### config.mk
export PLATFORM = sky130hd
export DESIGN_NAME = cube_edge_sequencer
export DESIGN_NICKNAME = d
export VERILOG_FILES = /design/src/rtl/cube_pkg.sv /design/src/rtl/cube_vertex_bank.sv /design/src/rtl/cube_edge_sequencer.sv
export SDC_FILE = /design/constraint.sdc
export NUM_CORES = 1
export LEC_CHECK = 0
export BUFFER_PORTS_ARGS = -buffer_cell sky130_fd_sc_hd__clkbuf_2
export CORE_UTILIZATION = 50
export DETAILED_ROUTE_END_ITERATION = 10
export GPL_TIMING_DRIVEN = 0
export PLACE_DENSITY = 0.73
export SETUP_SLACK_MARGIN = 0.1
export SLEW_MARGIN = 40
export SYNTH_ARGS = -nofsm -noshare
export SYNTH_HDL_FRONTEND = slang
export SYNTH_HIERARCHICAL = 1
export SYNTH_SLANG_ARGS = --single-unit
### constraint.sdc
create_clock -name clk_i -period 27.5 [get_ports clk_i]
set_input_delay 1.375 -clock clk_i [delete_from_list [all_inputs] [get_ports clk_i]]
set_output_delay 1.375 -clock clk_i [all_outputs]
set_load 0.01 [all_outputs]
### src/rtl/cube_pkg.sv
// rtl/cube_pkg.sv - shared widths, vertex type, FSM states and edge table
// for the cube edge sequencer.
package cube_pkg;

  localparam int XW     = 11;
  localparam int YW     = 10;
  localparam int N_VERT = 8;
  localparam int N_EDGE = 12;

  typedef struct packed {
    logic [XW-1:0] x;
    logic [YW-1:0] y;
  } vertex_t;

  typedef enum logic [1:0] {IDLE, ISSUE, WAIT, FIN} state_t;

  // Edges 0-3 front face, 4-7 back face, 8-11 struts joining the faces.
  localparam logic [2:0] EDGE_A [N_EDGE] = '{3'd0, 3'd1, 3'd2, 3'd3,
                                             3'd4, 3'd5, 3'd6, 3'd7,
                                             3'd0, 3'd1, 3'd2, 3'd3};
  localparam logic [2:0] EDGE_B [N_EDGE] = '{3'd1, 3'd2, 3'd3, 3'd0,
                                             3'd5, 3'd6, 3'd7, 3'd4,
                                             3'd4, 3'd5, 3'd6, 3'd7};

endpackage

### src/rtl/cube_vertex_bank.sv
// rtl/cube_vertex_bank.sv - double-buffered vertex store: pending bank is
// written freely, active bank is snapshotted from it on copy_i.
module cube_vertex_bank
  import cube_pkg::*;
(
  input  logic          clk_i,
  input  logic          reset_i,
  input  logic          we_i,
  input  logic [2:0]    waddr_i,
  input  logic [XW-1:0] wx_i,
  input  logic [YW-1:0] wy_i,
  input  logic          copy_i,
  input  logic [2:0]    raddr_a_i,
  input  logic [2:0]    raddr_b_i,
  output logic [XW-1:0] ax_o,
  output logic [YW-1:0] ay_o,
  output logic [XW-1:0] bx_o,
  output logic [YW-1:0] by_o
);

  vertex_t pending_q [N_VERT];
  vertex_t active_q  [N_VERT];

  // The copy samples pending_q before this cycle's write lands, so a write
  // coincident with copy_i only reaches the pending bank.
  always_ff @(posedge clk_i or posedge reset_i) begin
    if (reset_i) begin
      for (int i = 0; i < N_VERT; i++) begin
        pending_q[i] <= '0;
        active_q[i]  <= '0;
      end
    end else begin
      if (we_i) begin
        pending_q[waddr_i] <= '{x: wx_i, y: wy_i};
      end
      if (copy_i) begin
        active_q <= pending_q;
      end
    end
  end

  assign ax_o = active_q[raddr_a_i].x;
  assign ay_o = active_q[raddr_a_i].y;
  assign bx_o = active_q[raddr_b_i].x;
  assign by_o = active_q[raddr_b_i].y;

endmodule

### src/rtl/cube_edge_sequencer.sv
// rtl/cube_edge_sequencer.sv - walks the 12 cube edges, handing endpoints to
// the line engine one edge at a time with a start/done handshake.
module cube_edge_sequencer
  import cube_pkg::*;
(
  input  logic          clk_i,
  input  logic          reset_i,
  input  logic          vtx_we_i,
  input  logic [2:0]    vtx_addr_i,
  input  logic [XW-1:0] vtx_x_i,
  input  logic [YW-1:0] vtx_y_i,
  input  logic          go_i,
  input  logic          line_done_i,
  output logic [XW-1:0] x0_o,
  output logic [YW-1:0] y0_o,
  output logic [XW-1:0] x1_o,
  output logic [YW-1:0] y1_o,
  output logic          line_start_o,
  output logic [3:0]    edge_idx_o,
  output logic          busy_o,
  output logic          frame_done_o
);

  state_t        state_q, state_d;
  logic [3:0]    edge_idx_q, edge_idx_d;
  logic          busy_q, busy_d;
  logic          line_start_q, line_start_d;
  logic          frame_done_q, frame_done_d;
  logic          copy, load_ep;
  logic [2:0]    vtx_a, vtx_b;
  logic [XW-1:0] ax, bx, x0_q, x1_q;
  logic [YW-1:0] ay, by, y0_q, y1_q;

  assign vtx_a = EDGE_A[edge_idx_q];
  assign vtx_b = EDGE_B[edge_idx_q];

  cube_vertex_bank u_bank (
    .clk_i     (clk_i),
    .reset_i   (reset_i),
    .we_i      (vtx_we_i),
    .waddr_i   (vtx_addr_i),
    .wx_i      (vtx_x_i),
    .wy_i      (vtx_y_i),
    .copy_i    (copy),
    .raddr_a_i (vtx_a),
    .raddr_b_i (vtx_b),
    .ax_o      (ax),
    .ay_o      (ay),
    .bx_o      (bx),
    .by_o      (by)
  );

  always_comb begin
    state_d      = state_q;
    edge_idx_d   = edge_idx_q;
    busy_d       = busy_q;
    line_start_d = 1'b0;
    frame_done_d = 1'b0;
    copy         = 1'b0;
    load_ep      = 1'b0;
    case (state_q)
      IDLE: begin
        if (go_i) begin
          copy       = 1'b1;
          edge_idx_d = 4'd0;
          busy_d     = 1'b1;
          state_d    = ISSUE;
        end
      end
      ISSUE: begin
        load_ep      = 1'b1;
        line_start_d = 1'b1;
        state_d      = WAIT;
      end
      WAIT: begin
        if (line_done_i) begin
          if (edge_idx_q == 4'(N_EDGE - 1)) begin
            state_d = FIN;
          end else begin
            edge_idx_d = edge_idx_q + 4'd1;
            state_d    = ISSUE;
          end
        end
      end
      FIN: begin
        frame_done_d = 1'b1;
        busy_d       = 1'b0;
        edge_idx_d   = 4'd0;
        state_d      = IDLE;
      end
      default: state_d = IDLE;
    endcase
  end

  always_ff @(posedge clk_i or posedge reset_i) begin
    if (reset_i) begin
      state_q      <= IDLE;
      edge_idx_q   <= 4'd0;
      busy_q       <= 1'b0;
      line_start_q <= 1'b0;
      frame_done_q <= 1'b0;
    end else begin
      state_q      <= state_d;
      edge_idx_q   <= edge_idx_d;
      busy_q       <= busy_d;
      line_start_q <= line_start_d;
      frame_done_q <= frame_done_d;
    end
  end

  // Endpoints load together with line_start and hold until the next ISSUE.
  always_ff @(posedge clk_i or posedge reset_i) begin
    if (reset_i) begin
      x0_q <= '0;
      y0_q <= '0;
      x1_q <= '0;
      y1_q <= '0;
    end else if (load_ep) begin
      x0_q <= ax;
      y0_q <= ay;
      x1_q <= bx;
      y1_q <= by;
    end
  end

  assign x0_o         = x0_q;
  assign y0_o         = y0_q;
  assign x1_o         = x1_q;
  assign y1_o         = y1_q;
  assign line_start_o = line_start_q;
  assign edge_idx_o   = edge_idx_q;
  assign busy_o       = busy_q;
  assign frame_done_o = frame_done_q;

endmodule
-- After elaboration in Yosys (flattened, before gate mapping)
Memories as Yosys holds them, arrays and structs flattened.
Cells that the tools add are included.
- bits in registers: 387
- bits in read-only memories: 96
- input bits: 29
- logic and storage cells: 94
- memories: 2
- $add $sub $neg: 1
- order comparisons: 5
- equal/unequal tests: 7
- mux-type cells: 27
- bitwise gates (word level): 4
- reduce and logical (&&, ||, !) cells: 7
- memory list (memory ; depth ; bits a word ; read ports ; clocked after Yosys merged registers in ; write ports ; line ; RTL):
    (no name shown) ; 16 ; 3 ; 1 ; 0 ; 0 ; cube_edge_sequencer.sv:35 ; assign vtx_b = EDGE_B[edge_idx_q];
    (no name shown) ; 16 ; 3 ; 1 ; 0 ; 0 ; cube_edge_sequencer.sv:34 ; assign vtx_a = EDGE_A[edge_idx_q];
- operator list (operator ; count):
    $bwmux 168 ; 1
    $bmux 21 s3 ; 2
    $mux 21 ; 5
    $demux 21 s3 ; 1
    $ge 4x4->1 const B ; 3
    $mux 3 ; 4
    $mux 4 ; 3
    $not 3->4 ; 3
    $pmux 4 s3 ; 1
    $pmux 2 s4 ; 1
    $mux 2 ; 3
    $ne 2x2->1 const B ; 3
    $ge 5x5->1 const B ; 1
    $mux 1 ; 5
    $not 4->5 ; 1
    $add 4x1->4 const B ; 1
    $eq 2x2->1 const B ; 2
    $eq 4x4->1 const B ; 1
    $lt 4x1->1 const B ; 1
    $reduce_and 2->1 ; 2
    $reduce_and 4->1 ; 1
    $reduce_bool 3->1 ; 1
    $eq 2x1->1 const B ; 1
    $logic_not 2->1 ; 1
    other kinds (3) ; 3

-- Longest topological paths before layout
Gate-level depths: netlist (run 1).
- word-level depth: 8
- depth in mapped cells: 9

-- By module
Netlist (run 1), hierarchy kept.
- modules (own cells, without submodules) (module ; times used ; cells each ; area an instance (um^2) ; seq. area each (um^2)):
    cube_vertex_bank ; 1 ; 866 ; 15183.3 ; 8408.1
    cube_edge_sequencer ; 1 ; 137 ; 2055.7 ; 1276.2

-- Worst setup path before layout (run 1)
No wires, ideal clock.
- path type: input to register
- start point: input port go_i
- end point: register u_bank/active_q[0] (netlist bit)
- setup time: 0.125 ns
- arrival time: 2.787 ns
- slack: 24.588 ns
- stages: 6
- buffers on the path: 3
- path through: or3b_1 inv_1 clkbuf_1 clkbuf_1 buf_2 mux2_2
- cells in the longest elaborated chain, start to end: 2
- RTL lines (item ; line ; RTL):
    start: declaration ; cube_edge_sequencer.sv:12 ; input logic go_i,
    $mux 1 ; cube_edge_sequencer.sv:63 ; if (go_i) begin
    $mux 1 ; cube_edge_sequencer.sv:61 ; case (state_q)
    named net copy ; cube_edge_sequencer.sv:29 ; logic copy, load_ep;
    end signal: assignment ; cube_vertex_bank.sv:37 ; active_q <= pending_q;
    end: declaration ; cube_vertex_bank.sv:22 ; vertex_t active_q [N_VERT];
The timed path passes the listed nets, and every way through them passes these cells.
A chain may end at the register's enable or synchronous reset.

-- Worst setup path after layout (run 1)
- start point: input port go_i
- end point: register u_bank/active_q[144] (netlist bit)
The elaborated chain is that of the path after synthesis.

==> results of run 1 <==
## flip-flops by register name, summed over array words and instances (netlist names)
signal            cells
busy_o                1
edge_idx_o            4
frame_done_o          1
line_start_o          1
state_q               2
u_bank/active_q     168
u_bank/pending_q    168
x0_o                 11
x1_o                 11
y0_o                 10
y1_o                 10
## routing by layer
layer	routed length (um)	vias to the layer above
met3	1850	53
met1	18800	5254
li1	-	4043
met5	0	-
met4	733	0
met2	19700	250
## power groups by stage
| stage | sequential, uW | combinational, uW | clock [uW] |
|---|---|---|---|
| 2_1_floorplan | 896 | 509 | 0 |
| 3_3_place_gp | 918 | 678 | 0 |
| 3_5_place_dp | 932 | 699 | 0 |
| 4_1_cts | 922 | 702 | 540 |
| 5_1_grt | 953 | 736 | 565 |
| 6_report | 925 | 694 | 532 |
## layout make-up
cell class                      count  area share, %
Sequential cell                   387           49.3
Clock inverter                      9          0.433
Multi-Input combinational cell    543           36.1
Tap cell                          448           2.85
Clock buffer                       62           6.17
Timing Repair Buffer               83           2.76
Inverter                            6          0.165
Buffer                             67           2.21
## metrics by stage
step | instance area (um^2) | util, % | std cells | setup slack, ns | hold WS, ns
after floorplan | 17200 | - | 1003 | 16.82 | 0.452
after global placement | 18200 | 54.0 | 1528 | 13.41 | 0.463
after detailed placement | 18400 | 54.5 | 1534 | 23.91 | 0.474
after CTS | 19700 | 58.3 | 1605 | 24.47 | 0.486
after global routing | 19700 | 58.3 | 1605 | 24.37 | 0.502
final | 19700 | 58.3 | 1605 | 24.42 | 0.483
## worst paths after layout
kind | slack (ns) | to | startpoint | depth (start not counted)
setup / recovery | 24.42 | u_bank/active_q[144] | go_i | 7
hold / removal | 0.48 | x1_o[0] | x1_o[0] | 1
setup reg to reg | 24.82 | u_bank/active_q[144] | state_q[1] | 7
hold reg to reg | 0.48 | x1_o[0] | x1_o[0] | 1
max in group asynchronous | 25.43 | u_bank/pending_q[141] | reset_i | 5
min in group asynchronous | 0.83 | u_bank/pending_q[110] | reset_i | 2
## worst max-delay path, stage by stage
cell      delay, ns
clkbuf_2       0.11
or3b_1         0.41
inv_1          0.12
clkbuf_1       0.22
buf_2          0.39
buf_2          0.45
mux2_2         0.39
## synthesized netlist by cell type (4+ instances only)
cell type	number	area [um^2]
clkbuf_1	7	26.3
buf_2	42	210
mux2_2	382	4300
mux4_1	48	1260
buf_6	15	169
mux4_2	36	811
dfrtp_1	387	9680
mux2_1	39	439
inv_1	5	18.8
nand2_1	4	15.0
## cells by family after synthesis
group,after synthesis,synth area share [%]
AOI/OAI and AO/OA,6,0.225
and+or+nand+nor,27,1.18
muxes,507,39.6
DFF,387,56.2
adders and majority gates,1,0.0726
xor gates and xnor gates,2,0.102
buffers and inverters,73,2.61
## cell usage in the layout (no fill, tap or decap), types with 4 or more instances in the layout
cell type    n
buf_16       5
clkinv_2     6
dfrtp_1    387
clkbuf_2    82
nand2_1      4
mux4_1      48
clkbuf_16   40
clkbuf_1    11
mux2_1      39
buf_2       42
buf_6       15
mux2_2     382
mux4_2      36
clkbuf_8    13
==> impl_metrics.csv, run 1 <==
group,metric,value,unit
run_status,status,"finished, final reports clean",
cts,path_clk_slew,0.06,ns
synth,synth_cells,1003,
detailed_routing,drtIter0Drc,616,
global_route,grtUsageMet1,35.6,%
detailed_routing,drt-wirelength-per-cell,25.6,um
power_and_ir_drop,pwr-share-clk,24.7,%
timing,fin_crit,3.08,ns
synth,synth_ff_type,"dfrtp_1",
power_and_ir_drop,peakVddDrop,0.0574,mV
worst_setup_path,crit_path_end_kind,"flop",
worst_setup_path,crit_arrival,3.48,ns
detailed_routing,drt_first_pass_iters,5,
worst_setup_path,critical_path.startpoint_type,"input port",
worst_setup_path,crit_fanout,10,
cts,cts_hold_buf,0,
power_and_ir_drop,powerDensity,109,mW/mm^2
global_route,grt_most_used_layer,"met2",
floorplan,die_h,188,um
global_route,grt_pass1_wl,62800,um
power_and_ir_drop,power.switching,639,uW
timing,tightest_slew,0.539,ns
synth,synth_fp_nets,1033,
synth,synthDistinctLibCells,33,
synth,yosysWarnings,6,
timing,post-route-period-util,11.2,%
cts,cts_tree,"built",
synth,yosysSeqAreaShare,56.2,%
global_route,antenna_found_initial,0,
finish,nets,1157,
floorplan,die_area,0.0352,mm^2
power_and_ir_drop,pwr-share-comb,32.3,%
floorplan,fp-row-count,67,
finish,areaGrowthSynthToFinish,14.0,%
timing,maxSlewHeadroom,64.0,%
cts,clk_latency,0.54,ns
place,gp_congestion,0.772,
global_route,use_met3,3.03,%
finish,seqCellArea,0.00968,mm^2
hold_path,hp-class,"reg -> reg",
synth,ys_async_sr_fraction,100,%
worst_setup_path,crit_required,27.90,ns
timing,fin_setup_tns,0,ns
finish,fill_cells,2618,
timing,hold_viol_final,0,
detailed_routing,vias,9600,
floorplan,io_pins,78,
timing,final-setup-viol-count,0,
cts,cts-buffers-inserted,39,
power_and_ir_drop,p_leak,0.00860,uW
global_route,grt-ovfl-total,0,
timing,fmax,0.325,GHz
detailed_routing,via_per_inst,5.98,
detailed_routing,drtAntennaViolNets,0,
synth,syn_area,0.0172,mm^2
finish,multi_input_area,0.00710,mm^2
cts,clock-sinks,387,
global_route,grt_pass1_vias,9893,
floorplan,start_util,51.2,%
power_and_ir_drop,finalPower,2150,uW
timing,maxSlewViolCount,0,
synth,avgSynthCellArea,17.2,um^2
global_route,track_usage,23.9,%
cts,clock_path_buffers,3,
worst_setup_path,crit_type,"in -> reg",
global_route,grt_max_degree,79,
floorplan,die_w,188,um
floorplan,core,0.0337,mm^2
detailed_routing,route.detailed.drc,0,
timing,rsz0062_at_grt,"false",
power_and_ir_drop,seq_power_share,43.0,%
cts,ctsResizeCount,0,
synth,ys_ff_latch,387,
synth,synth-edff-count,0,
cts,post_cts_buffers,0,
power_and_ir_drop,p_int,1510,uW
finish,antenna_cells,0,
finish,drive_gt1_share,55.1,%
cts,htree_levels,2,
power_and_ir_drop,swShare,29.7,%
job,maxCapViolCount,0,
global_route,grt.met2_usage,37.6,%
place,io_buffers,77,
timing,skew,0.0327,ns
cts,cts_root_buffer,"clkbuf_16",
detailed_routing,totalWireLength,41000,um
place,place_hpwl,26400,um
Note: power is estimated with default switching activity, not from simulation.
==> run 2: changes to the inputs <==
--- a/config.mk
+++ b/config.mk
@@ -9,7 +9,7 @@
 export CORE_UTILIZATION = 50
 export DETAILED_ROUTE_END_ITERATION = 10
 export GPL_TIMING_DRIVEN = 0
-export PLACE_DENSITY = 0.73
+export PLACE_DENSITY = 0.76
 export SETUP_SLACK_MARGIN = 0.1
 export SLEW_MARGIN = 40
 export SYNTH_ARGS = -nofsm -noshare
==> constraint.sdc (replaced) <==
create_clock -name clk_i -period 2.73 [get_ports clk_i]
set_input_delay 0.1365 -clock clk_i [delete_from_list [all_inputs] [get_ports clk_i]]
set_output_delay 0.1365 -clock clk_i [all_outputs]
set_load 0.01 [all_outputs]
==> run 2 against run 1 <==
Compared with the run above: register-to-register slack worse by 25 ns; via count up 1.0%; critical path depth unchanged; clock-buffer cell count down 7; sequential power rose to 10 times the previous value; worst hold slack worse by 0.47 ns.
==> impl_metrics.csv, run 2 (synthesis results as in run 1) <==
group,metric,value,unit
run_status,status,"finished, final reports clean",
floorplan,start_util,51.2,%
global_route,antenna_found_initial,0,
finish,seqCellArea,0.00969,mm^2
worst_setup_path,crit_fanout,10,
global_route,track_usage,24.8,%
finish,fill_cells,2576,
floorplan,die_h,188,um
global_route,grt_pass1_wl,65100,um
finish,largestRegisters,"u_bank/active_q (168), u_bank/pending_q (168)",
finish,multi_input_area,0.00710,mm^2
finish,final_cell_mix,"dfrtp_1 (386), mux2_2 (382), clkbuf_2 (81)",
cts,cts-buffers-inserted,41,
global_route,grt-ovfl-total,0,
timing,hold_viol_final,0,
finish,nets,1194,
detailed_routing,drtIter0Drc,583,
detailed_routing,drt_first_pass_iters,5,
detailed_routing,drt-wirelength-per-cell,25.3,um
finish,areaGrowthSynthToFinish,17.6,%
finish,drive_gt1_share,54.6,%
cts,htree_levels,2,
power_and_ir_drop,peakVddDrop,0.547,mV
timing,fin_crit,2.61,ns
worst_setup_path,r2r-start,"state_q[1]",
detailed_routing,totalWireLength,41500,um
floorplan,die_w,188,um
detailed_routing,route.detailed.drc,0,
worst_setup_path,rr_endpoint,"u_bank/active_q[40]",
detailed_routing,vias,9700,
cts,clk_latency,0.54,ns
timing,final-setup-viol-count,0,
timing,maxSlewHeadroom,66.1,%
detailed_routing,via_per_inst,5.91,
timing,skew,0.0222,ns
place,gp_congestion,0.800,
power_and_ir_drop,powerDensity,1100,mW/mm^2
hold_path,hp-class,"in -> reg",
finish,antenna_cells,0,
floorplan,io_pins,78,
place,place_hpwl,27000,um
power_and_ir_drop,p_int,15800,uW
finish,utilization,60.2,%
worst_setup_path,cp-startpoint,"state_q[1]",
job,maxCapViolCount,0,
worst_setup_path,crit_slowest_cell,"buf_2",
detailed_routing,drtAntennaViolNets,0,
cts,post_cts_buffers,0,
cts,cts_tree,"built",
global_route,grt_max_degree,34,
cts,path_clk_slew,0.06,ns
floorplan,fp-row-count,67,
worst_setup_path,critical_path.startpoint_type,"flop",
timing,fin_setup_tns,0,ns
worst_setup_path,rrSetupSlack,0.12,ns
worst_setup_path,path_cells,"buf_2 > or3b_1 > inv_1 > clkbuf_1 > clkbuf_1 > buf_2 > mux2_2",
worst_setup_path,ff2ff_path_depth,7,
power_and_ir_drop,pwr-share-clk,26.3,%
power_and_ir_drop,pwr-share-comb,31.9,%
worst_setup_path,crit_required,3.14,ns
floorplan,die_area,0.0352,mm^2
timing,post-route-period-util,95.7,%
cts,cts_root_buffer,"clkbuf_16",
finish,final_common_cell,"dfrtp_1",
global_route,grt_pass1_vias,10500,
finish,stdcell_count,1642,
worst_setup_path,crit_type,"reg -> reg",
timing,rsz0062_at_grt,"true",
timing,tightest_slew,0.508,ns
floorplan,core,0.0337,mm^2
power_and_ir_drop,swShare,29.4,%
worst_setup_path,slowest_delay,0.47,ns
power_and_ir_drop,seq_power_share,41.8,%
power_and_ir_drop,power.switching,6560,uW
worst_setup_path,crit_arrival,3.02,ns
worst_setup_path,crit_path_end_kind,"flop",
timing,maxSlewViolCount,0,
power_and_ir_drop,p_leak,0.00886,uW
cts,clock_path_buffers,3,
cts,clock-sinks,387,
place,io_buffers,77,
timing,fmax,0.383,GHz
place,dp_cells,1545,
worst_setup_path,endpoint,"u_bank/active_q[40]",
-- run 2: changes by cell type in the layout (fill, tap and decap cells not counted), sizes merged, moves of 3 or more --
cell and change:
bufinv +6, dlygate4sd3 +24, clkinv +3, buf +5
-- run 2: worst min path at each step --
stage	cells after the start	startpoint	end
final	2	vtx_y_i[3]	u_bank/pending_q[150]
after global routing	2	vtx_y_i[3]	u_bank/pending_q[150]
after CTS	2	vtx_y_i[3]	u_bank/pending_q[108]
after detailed placement	2	reset_i	u_bank/pending_q[69]
after global placement	3	go_i	state_q[0]
after floorplan	1	vtx_x_i[6]	u_bank/pending_q[163]
-- run 2: stage by stage --
step / power (uW) / hold slack [ns] / setup slack (ns) / cell area, um^2
6_report: 22300 / 0.0157 / 0.118 / 20300
5_1_grt: 23500 / 0.0179 / 0.0248 / 20300
4_1_cts: 22500 / 0.000288 / 0.119 / 20300
3_5_place_dp: 16500 / 0.0612 / 0.0333 / 18600
3_3_place_gp: 16100 / 0.414 / -3.74 / 18200
2_1_floorplan: 14200 / 0.271 / -1.90 / 17200
-- run 2: worst max-delay path, delay by kind of cell, from the launching register on --
| kind | cells | cell delay [ns] |
|---|---|---|
| AND/OR/NAND/NOR | 1 | 0.44 |
| multiplexers | 1 | 0.39 |
| buffers and inverters | 5 | 1.30 |
| flip-flops | 1 | 0.35 |
-- run 2: power groups by stage --
| stage | registers, uW | logic [uW] | clock network [uW] |
|---|---|---|---|
| 2_1_floorplan | 9020 | 5130 | 0 |
| 3_3_place_gp | 9230 | 6820 | 0 |
| 3_5_place_dp | 9390 | 7100 | 0 |
| 4_1_cts | 9300 | 7190 | 5970 |
| 5_1_grt | 9620 | 7600 | 6230 |
| 6_report | 9340 | 7130 | 5870 |
-- run 2: final cells by class --
class / instances / area share, %
Multi-Input combinational cell: 543 / 35.0
Tap cell: 448 / 2.76
Sequential cell: 387 / 47.8
Clock inverter: 18 / 1.44
Clock buffer: 55 / 5.66
Inverter: 6 / 0.142
Timing Repair Buffer: 118 / 4.92
Buffer: 67 / 2.26
-- run 2: layer usage --
metal	global-route usage (%)	up-vias	part of all wire (%)
li1	-	4124	-
met1	35.1	5219	44
met2	39.5	307	48
met3	4.62	50	6.6
met4	7.00	0	2.1
met5	0	-	0
-- run 2: timing repair --
item / 4_1_cts / 5_1_grt
gates resized for setup: 4 / 7
hold buffers: 24 / 0
endpoints found under the setup margin: 29 / 98
pin swaps: 0 / 0
endpoints found under the hold margin: 273 / 0
